**src/rtl/zueirai_int_pkg.sv**
```systemverilog
// Shared definitions for the interrupt arbiter slice.
//   NUM_CH      : number of interrupt channels
//   RISE / FALL : bit positions inside a channel's 2-bit edge-type field
//   state_t     : arbiter handshake states
//   pick_winner : arbitration helper (high class first, then lowest index)
package zueirai_int_pkg;

  localparam int NUM_CH = 8;
  localparam int RISE   = 0;
  localparam int FALL   = 1;

  typedef enum logic [1:0] {
    IDLE = 2'd0,
    REQ  = 2'd1,
    SERV = 2'd2
  } state_t;

  function automatic logic [2:0] pick_winner(input logic [NUM_CH-1:0] cand,
                                             input logic [NUM_CH-1:0] prio_hi);
    logic [NUM_CH-1:0] pool;
    logic [2:0]        win;
    pool = ((cand & prio_hi) != '0) ? (cand & prio_hi) : cand;
    win  = 3'd0;
    // Scan downward so the lowest set index is the last one written.
    for (int i = NUM_CH - 1; i >= 0; i--) begin
      if (pool[i]) win = 3'(i);
    end
    return win;
  endfunction

endpackage

```
**src/rtl/zueirai_int_edge.sv**
```systemverilog
// Per-channel input synchronizer and edge qualifier.
//   clk, rst  : clock, async active-high reset
//   din       : raw interrupt line (asynchronous to clk)
//   edge_type : [RISE] rising-edge sensitive, [FALL] falling-edge sensitive
//   en        : channel enable
//   evt       : one-cycle qualified edge event (combinational from flops)
module zueirai_int_edge
  import zueirai_int_pkg::*;
(
  input  logic       clk,
  input  logic       rst,
  input  logic       din,
  input  logic [1:0] edge_type,
  input  logic       en,
  output logic       evt
);

  logic sync1, sync2, prev;

  // prev resets to 0 so a line held high through reset looks like a rise.
  always_ff @(posedge clk or posedge rst) begin
    if (rst) begin
      sync1 <= 1'b0;
      sync2 <= 1'b0;
      prev  <= 1'b0;
    end else begin
      sync1 <= din;
      sync2 <= sync1;
      prev  <= sync2;
    end
  end

  logic rise, fall;
  assign rise = sync2 & ~prev;
  assign fall = ~sync2 & prev;
  assign evt  = en & ((edge_type[RISE] & rise) | (edge_type[FALL] & fall));

endmodule

```
**src/rtl/zueirai_int_arbiter.sv**
```systemverilog
// Interrupt arbiter: records qualified edges into a pending register and
// runs a non-nesting request/acknowledge/end-of-interrupt handshake.
//   clk, rst   : clock, async active-high reset
//   int_io     : raw interrupt lines
//   int_en     : per-channel enable
//   int_type   : 2 bits per channel, [2i]=rising, [2i+1]=falling
//   prio_hi    : per-channel high-priority class
//   gie        : global interrupt enable
//   pend_clr   : write-one-to-clear strobe for pend
//   int_ack    : CPU accepts request
//   int_eoi    : CPU returns from ISR
//   int_req    : request to CPU
//   int_vec    : requesting / in-service channel index
//   int_active : ISR in service
//   pend       : pending register
//
// state | meaning
// IDLE  | no handshake; issue request when gie and a candidate exists
// REQ   | int_req and int_vec held until int_ack
// SERV  | ISR running, no nesting; int_eoi returns to IDLE
module zueirai_int_arbiter
  import zueirai_int_pkg::*;
(
  input  logic                  clk,
  input  logic                  rst,
  input  logic [NUM_CH-1:0]     int_io,
  input  logic [NUM_CH-1:0]     int_en,
  input  logic [2*NUM_CH-1:0]   int_type,
  input  logic [NUM_CH-1:0]     prio_hi,
  input  logic                  gie,
  input  logic [NUM_CH-1:0]     pend_clr,
  input  logic                  int_ack,
  input  logic                  int_eoi,
  output logic                  int_req,
  output logic [2:0]            int_vec,
  output logic                  int_active,
  output logic [NUM_CH-1:0]     pend
);

  logic [NUM_CH-1:0] evt;

  for (genvar g = 0; g < NUM_CH; g++) begin : g_ch
    zueirai_int_edge u_edge (
      .clk       (clk),
      .rst       (rst),
      .din       (int_io[g]),
      .edge_type (int_type[2*g+1:2*g]),
      .en        (int_en[g]),
      .evt       (evt[g])
    );
  end

  state_t            state;
  logic [NUM_CH-1:0] cand;
  logic [NUM_CH-1:0] ack_clr;

  assign cand    = pend & int_en;
  assign ack_clr = (state == REQ && int_ack) ? (NUM_CH'(1) << int_vec) : '0;

  // Set is OR-ed in after the clear so a coincident edge keeps the bit.
  always_ff @(posedge clk or posedge rst) begin
    if (rst) begin
      pend <= '0;
    end else begin
      pend <= (pend & ~(pend_clr | ack_clr)) | evt;
    end
  end

  always_ff @(posedge clk or posedge rst) begin
    if (rst) begin
      state      <= IDLE;
      int_req    <= 1'b0;
      int_vec    <= 3'd0;
      int_active <= 1'b0;
    end else begin
      case (state)
        IDLE: begin
          if (gie && (cand != '0)) begin
            state   <= REQ;
            int_req <= 1'b1;
            int_vec <= pick_winner(cand, prio_hi);
          end
        end
        REQ: begin
          if (int_ack) begin
            state      <= SERV;
            int_req    <= 1'b0;
            int_active <= 1'b1;
          end
        end
        SERV: begin
          if (int_eoi) begin
            state      <= IDLE;
            int_active <= 1'b0;
          end
        end
        default: begin
          state      <= IDLE;
          int_req    <= 1'b0;
          int_active <= 1'b0;
        end
      endcase
    end
  end

endmodule

```
**config.mk**
```make
export PLATFORM = sky130hd
export DESIGN_NAME = zueirai_int_arbiter
export DESIGN_NICKNAME = d
export VERILOG_FILES = /design/src/rtl/zueirai_int_pkg.sv /design/src/rtl/zueirai_int_edge.sv /design/src/rtl/zueirai_int_arbiter.sv
export SDC_FILE = /design/constraint.sdc
export NUM_CORES = 1
export LEC_CHECK = 0
export ABC_CLOCK_PERIOD_IN_PS = 2600
export CORE_AREA = 4 4 94 52
export DETAILED_ROUTE_END_ITERATION = 8
export DIE_AREA = 0 0 98 56
export PLACE_DENSITY = 0.76
export SLEW_MARGIN = 5
export SYNTH_ARGS = -nofsm -noshare
export SYNTH_HDL_FRONTEND = slang
export SYNTH_SLANG_ARGS = --single-unit
```
**constraint.sdc**
```tcl
create_clock -name clk -period 2.6 [get_ports clk]
set_input_delay 0.52 -clock clk [delete_from_list [all_inputs] [get_ports clk]]
set_output_delay 0.52 -clock clk [all_outputs]
set_load 0.02 [all_outputs]
```
# Word level (Yosys, flattened, before mapping)
# Index checks and enable logic that the tools add are counted.
op_classes:
  n_mux: 20
  n_reduce_logical: 9
  n_shift: 1
  n_bitwise: 72
  eq_ne: 5
op_table:
  columns: ["op", "n"]
  rows:
  - ["AND 1 bit", 40]
  - ["AND 8 bit", 3]
  - ["two-way mux 3 bit", 8]
  - ["inverter 1 bit", 18]
  - ["two-way mux 8 bit", 2]
  - ["bitwise OR 8 bit", 2]
  - ["nonzero test 8 bit", 2]
  - ["AND reduction 3 bit", 3]
  - ["inverter 8 bit", 1]
  - ["bitwise OR 1 bit", 8]
  - ["<< shifter 1 x 3 -> 8 bit, first input constant", 1]
  - ["two-way mux 2 bit", 3]
  - ["inequality test 2 bit, second input constant", 3]
  - ["one-hot mux 1 bit (3 select lines)", 2]
  - ["one-hot mux 2 bit (3 select lines)", 1]
  - ["two-way mux 1 bit", 4]
  - ["== test 2 x 1 -> 1 bit, second input constant", 1]
  - ["== test 2 bit, second input constant", 1]
  - ["logical AND 1 bit", 2]
  - ["logical NOT 2 bit", 1]
  - ["AND reduction 2 bit", 1]
totals:
  output_inout_bits: 13
  register_bits: 39
  wordCells: 136

# Longest topological paths before layout
# Gate-level depths: netlist of the first run.
logic_depth:
  ltp_word: 12
  mapped_depth: 6

# Hierarchy
# From an unflattened synthesis of the first run, not the netlist that was laid out.
hier_totals:
  hier_cells: 161
  area_unflattened_um2: 1774.2
by_module_without_submodules:
  columns: ["mod", "cells_per_inst", "n_inst", "seq_area_each_um2", "area_each_um2"]
  rows:
  - ["zueirai_int_arbiter", 105, 1, 375.4, 973.4]
  - ["zueirai_int_edge", 7, 8, 75.1, 100.1]

# Worst setup path after synthesis of the first run
# Ideal clock, no wire load.
synth_timing:
  path_kind: "input to register"
  from: "input int_en[3]"
  to: "register int_vec[0]"
  path_slack_ps: 963
  path_buffers: 0
  arrival_ps: 1508
  stages: 6
  t_required_ps: 2471
  path_cell_list: "nand3_1 nand4_2 or2_4 a221o_1 o311ai_1 a21oi_1"
synth_between:
  elab_chain_len: 12
synth_rtl:
  columns: ["element", "line", "rtl"]
  rows:
  - ["from (decl)", "zueirai_int_arbiter.sv:27", "input logic [NUM_CH-1:0] int_en,"]
  - ["AND 8 bit *", "zueirai_int_arbiter.sv:57", "assign cand = pend & int_en;"]
  - ["AND 8 bit", "zueirai_int_pkg.sv:22", "pool = ((cand & prio_hi) != '0) ? (cand & prio_hi) : cand;"]
  - ["nonzero test 8 bit", "zueirai_int_pkg.sv:22", null]
  - ["two-way mux 8 bit", "zueirai_int_pkg.sv:22", null]
  - ["two-way mux 3 bit (8 in series)", "zueirai_int_pkg.sv:26", "if (pool[i]) win = 3'(i);"]
  - ["to (signal assigned)", "zueirai_int_arbiter.sv:81", "int_vec <= pick_winner(cand, prio_hi);"]
  - ["to (decl)", "zueirai_int_arbiter.sv:35", "output logic [2:0] int_vec,"]
# Mark *: on every way between the ends. The rest lies on a longest branch, timed or not.
# A chain may end at the register's enable or synchronous reset.

# Final worst setup path of the first run
layout_timing:
  from: "input int_en[2]"
  to: "register int_vec[1]"
# The elaborated chain is that of the path after synthesis.

==> results of run 1 <==
where the power goes:
| group | internal [mW] | leakage, nW | total [mW] | switching (mW) |
|---|---|---|---|---|
| sequential | 0.683 | 0.469 | 0.778 | 0.0944 |
| combinational | 0.246 | 0.539 | 0.465 | 0.219 |
| clock | 0.383 | 0.0654 | 0.590 | 0.207 |
final cells by class:
class	instances	share of cell area [%]
sequential	39	38.16
timing repair buffer	66	25.73
clock inverter	2	2.348
clock buffer	6	2.838
multi-input combinational	103	26.22
inverter	13	1.908
tap	57	2.789
registers in the layout (all words and copies together), names as in the netlist:
name / flops
g_ch.u_edge.prev: 8
int_active: 1
pend: 8
int_vec: 3
state: 2
int_req: 1
g_ch.u_edge.sync2: 8
g_ch.u_edge.sync1: 8
logic make-up after synthesis:
logic type	Yosys count	share of synthesized area [%]
AND/OR/NAND/NOR	63	21.03
flip-flops	39	57.56
AO/OA/AOI/OAI	38	17.27
buffers and inverters	13	2.878
multiplexers	2	1.255
worst max-delay path: stages:
cell and delay (ns):
clkdlybuf4s50_1 0.49, a22oi_1 0.24, and3_1 0.19, nand4_1 0.18
nand3_1 0.24, nor2_1 0.11, a32o_1 0.25
cell usage after synthesis, drive strengths merged:
cell / number
and2: 4
o311ai: 2
o211ai: 1
mux2: 1
a31oi: 1
a32oi: 1
and3: 1
nand2: 22
a21oi: 3
a221oi: 1
inv: 13
or2: 1
a32o: 10
o211a: 2
nand4: 3
o21ai: 11
nor2: 10
nor2b: 2
nand3b: 8
mux2i: 1
a22oi: 1
nand3: 12
dfrtp: 39
o21bai: 3
o31ai: 1
a221o: 1
per-layer routing:
metal | up-vias | global-route usage, % | share of wire, %
met3 | 2 | 6.383 | 9.6
met5 | - | 0 | 0
li1 | 707 | - | -
met2 | 63 | 19.83 | 37
met4 | 0 | 4.142 | 0.42
met1 | 697 | 23.10 | 53
path summary, 6_finish.rpt:
| kind | startpoint | to | slack (ns) | cells after the start |
|---|---|---|---|---|
| min in group asynchronous | rst | g_ch[3].u_edge.sync2$_DFF_PP0_ | 0.64 | 3 |
| max in group asynchronous | rst | pend[1]$_DFF_PP0_ | 1.63 | 3 |
| setup reg to reg | pend[2]$_DFF_PP0_ | int_vec[1]$_DFFE_PP0P_ | 0.84 | 6 |
| setup / recovery | int_en[2] | int_vec[1]$_DFFE_PP0P_ | 0.56 | 7 |
| hold / removal | g_ch[1].u_edge.sync1$_DFF_PP0_ | g_ch[1].u_edge.sync2$_DFF_PP0_ | 0.35 | 0 |
| hold reg to reg | g_ch[1].u_edge.sync1$_DFF_PP0_ | g_ch[1].u_edge.sync2$_DFF_PP0_ | 0.35 | 0 |
==> results.yml, run 1 <==
sta:
  fin_crit_ns: 2.038
  setup_viol: 0
  max_clock_freq_ghz: 0.4906
  slew_viol_final: 0
  rsz0062_at_grt: "no"
  skew_ns: 0.002567
  whs_ns: 0.3488
  setup-tns-final_ns: 0
  fin_ws_ns: 0.5616
  relSlewSlack_pct: 68.10
  period_share_pct: 78.40
  worst_pin_slew_ns: 0.4785
  finalHoldViolCount: 0
clocking:
  numCtsBuffers: 5
  hold_buffers: 0
  cts_setup_buffers: 0
  h-tree-depth: 2
  clock_path_buffers: 2
  clock_sinks: 39
  clk_latency_ns: 0.29
  cts_tree: "yes"
  cts_resized: 0
  clkTransAtPathRegs_ns: 0.07
  cts_root_buf: "clkbuf_8"
die:
  die_w_um: 98
  ios: 66
  core_area_sq_um: 4148
  initial_utilization_pct: 40.87
  die_h_um: 56
  die_area_sq_um: 5488
  rows: 17
synth:
  yosys_register_bits: 39
  syn-instance-count: 155
  synth_largest_area_cell: "dfrtp_1"
  yosys-top-cells-area: "dfrtp_1, a32o_1, nand2_1"
  synth_fp_nets: 208
  avgSynthCellArea_sq_um: 10.94
  synth.cell_area_sq_um: 1695
  ys_seq_area_share_pct: 57.56
  synth_cell_types: 31
  yosysWarnings: 0
  synth_top_area_share_pct: 57.56
routing:
  vias: 1469
  dr.pass1.iters: 4
  postRouteAntennaNets: 0
  drcViolationCount: 0
  wl_um: 4246
  wire_per_inst_um: 14.85
  avgViaCountPerCell: 5.136
  drt_iter0_markers: 88
outcome:
  outcome: "completed"
worst_setup_path:
  startpoint_type: "primary input"
  cp-end-kind: "register"
  crit_fanout: 4
  arrival_ns: 2.22
  cp.required_ns: 2.78
  critical_path_class: "primary input to register"
power_and_ir_drop:
  p_total_mw: 1.833
  p_leak_nw: 1.073
  peakVddDrop_mv: 0.3418
  p_per_area_nw_per_um2: 716.8
global_routing:
  overflow: 0
  grt_pass1_vias: 1371
  grt_max_degree: 40
  antenna_found_initial: 0
  grt_pass1_wl_um: 6610
  grt.total_usage_pct: 15.37
layout:
  final_common_cell: "clkdlybuf4s50_1"
  utilization_pct: 61.66
  instances_no_fill: 286
  final_cell_mix: "clkdlybuf4s50_1, dfrtp_1, nand2_1"
  drive_gt1_share_pct: 8.297
  multiInputGateArea_sq_um: 670.6
  register_area_sq_um: 975.9
  final_cell_area_sq_um: 2557
  nets: 281
  insertedDiodeCount: 0
  nFillCells: 347
  area_growth_pct: 50.85
job:
  cap_violations: 0
placement:
  port_buffers: 65
  placed_area_sq_um: 2425
  place_inst: 278
  place.gp.congestion: 0.8885
  place.detailed.hpwl_um: 3273
  detailedPlace.worstSlack_ns: 0.3103
min_path:
  min_path_type: "register to register"
Power figures use the tool's default switching activity.
==> run 2: changes to the inputs <==
- ABC_CLOCK_PERIOD_IN_PS: 2600 -> 1900
- clock period: 2.6 -> 1.9 ns (I/O delays scaled with it)
==> results.yml, run 2 (same netlist as run 1, synthesis figures left out) <==
routing:
  wire_per_inst_um: 14.81
  avgViaCountPerCell: 4.960
  dr.pass1.iters: 4
  vias: 1488
  wl_um: 4442
  drcViolationCount: 0
  drt_iter0_markers: 69
  postRouteAntennaNets: 0
layout:
  final_cell_mix: "clkdlybuf4s50_1, dfrtp_1, nand2_1"
  register_area_sq_um: 975.9
  multiInputGateArea_sq_um: 690.7
  insertedDiodeCount: 0
  nets: 295
  utilization_pct: 63.53
  drive_gt1_share_pct: 13.58
  area_growth_pct: 55.42
  nFillCells: 345
  final_common_cell: "clkdlybuf4s50_1"
  instances_no_fill: 300
die:
  core_area_sq_um: 4148
  ios: 66
  rows: 17
  die_w_um: 98
  die_area_sq_um: 5488
  die_h_um: 56
  initial_utilization_pct: 40.87
min_path:
  min_path_type: "register to register"
  holdPathEnd: "g_ch[0].u_edge.sync2$_DFF_PP0_"
  hp-start: "g_ch[0].u_edge.sync1$_DFF_PP0_"
  whs_path_depth: 0
clocking:
  clock_path_buffers: 2
  clk_latency_ns: 0.29
  cts_root_buf: "clkbuf_8"
  clkTransAtPathRegs_ns: 0.07
  cts_tree: "yes"
  clock_sinks: 39
  numCtsBuffers: 5
  h-tree-depth: 2
  cts_setup_buffers: 0
sta:
  fin_crit_ns: 1.815
  finalHoldViolCount: 0
  period_share_pct: 95.52
  skew_ns: 0.003038
  setup_viol: 0
  worst_pin_slew_ns: 0.4900
  slew_viol_final: 0
  whs_ns: 0.3496
  relSlewSlack_pct: 67.33
  max_clock_freq_ghz: 0.5510
  rsz0062_at_grt: "no"
power_and_ir_drop:
  p_total_mw: 2.276
  peakVddDrop_mv: 0.4208
  p_leak_nw: 1.119
  p_per_area_nw_per_um2: 863.7
worst_setup_path:
  startpoint_type: "register"
  cp.required_ns: 1.52
  critPathTopFamily: "buffers and inverters"
  reg2reg_slack_ns: 0.25
  arrival_ns: 1.43
  critical_path_class: "register to primary output"
  cpMaxStageDelayCell: "clkdlybuf4s50_1"
  path_cells: "clkdlybuf4s50_1"
  cp-end-kind: "primary output"
  crit_fanout: 7
  cpPeakStageDelay_ns: 0.66
  r2r-start: "pend[6]$_DFF_PP0_"
  r2r_end: "int_vec[1]$_DFFE_PP0P_"
  worstRegToRegCells: 6
  path_depth: 1
  worst-path-buf-inv: 1
placement:
  place_inst: 292
  port_buffers: 65
  place.detailed.hpwl_um: 3507
  place.gp.congestion: 0.8801
global_routing:
  antenna_found_initial: 0
  grt_pass1_vias: 1498
  grt.total_usage_pct: 16.79
  grt_pass1_wl_um: 7162
  overflow: 0
  grt_max_degree: 40
job:
  cap_violations: 0
outcome:
  outcome: "completed"
[run 2: cell count changes in the layout (fill, tap and decap cells not counted)]
| cell | change |
|---|---|
| bufinv_16 | -2 |
| a221oi_4 | +1 |
| clkinvlp_4 | +1 |
| buf_4 | +14 |
| a221oi_2 | -1 |
| clkinv_2 | +1 |
| nand4_2 | -1 |
| nand4_4 | +1 |
[run 2: what timing repair did]
action / 4_1_cts / 5_1_grt
endpoints found under the setup margin: 0 / 1
hold buffers: 0 / 0
gates resized for setup: 0 / 2
endpoints found under the hold margin: 0 / 0
[run 2: report_power, final]
| group | leakage (nW) | total [mW] | internal, mW | switching [mW] |
|---|---|---|---|---|
| sequential | 0.469 | 1.06 | 0.936 | 0.124 |
| clock | 0.0412 | 0.537 | 0.256 | 0.281 |
| combinational | 0.609 | 0.680 | 0.369 | 0.311 |
[run 2: how the worst max path moves through the flow]
stage / start / to / slack (ns)
6_report: int_vec[2]$_DFFE_PP0P_ / int_vec[2] / 0.09
5_1_grt: int_en[6] / int_vec[1]$_DFFE_PP0P_ / 0.02
4_1_cts: int_vec[2]$_DFFE_PP0P_ / int_vec[2] / 0.11
3_5_place_dp: int_en[6] / int_vec[1]$_DFFE_PP0P_ / -0.19
3_3_place_gp: prio_hi[3] / int_vec[0]$_DFFE_PP0P_ / -0.17
2_1_floorplan: pend[7]$_DFF_PP0_ / int_vec[0]$_DFFE_PP0P_ / 0.28
[run 2: layout make-up]
class	instances	share of cell area (%)
clock inverter	2	0.4748
timing repair buffer	80	28.96
clock buffer	6	2.754
inverter	13	1.852
sequential	39	37.04
multi-input combinational	103	26.21
tap	57	2.707
[run 2: metal layers]
layer | part of all wire (%) | global-route usage, % | vias to the layer above
met5 | 0 | 0 | -
met4 | 0.97 | 4.734 | 0
met3 | 11 | 7.009 | 5
met2 | 40 | 22.63 | 67
met1 | 49 | 24.32 | 678
li1 | - | - | 738
[run 2: per-stage QoR]
stage	setup TNS (ns)	instance area, sq um	worst slack (ns)
5_1_grt	0	2635	0.02063
3_3_place_gp	-0.4038	2530	-0.1711
6_report	0	2635	0.08515
4_1_cts	0	2615	0.1053
2_1_floorplan	0	1695	0.2768
3_5_place_dp	-0.5218	2530	-0.1906
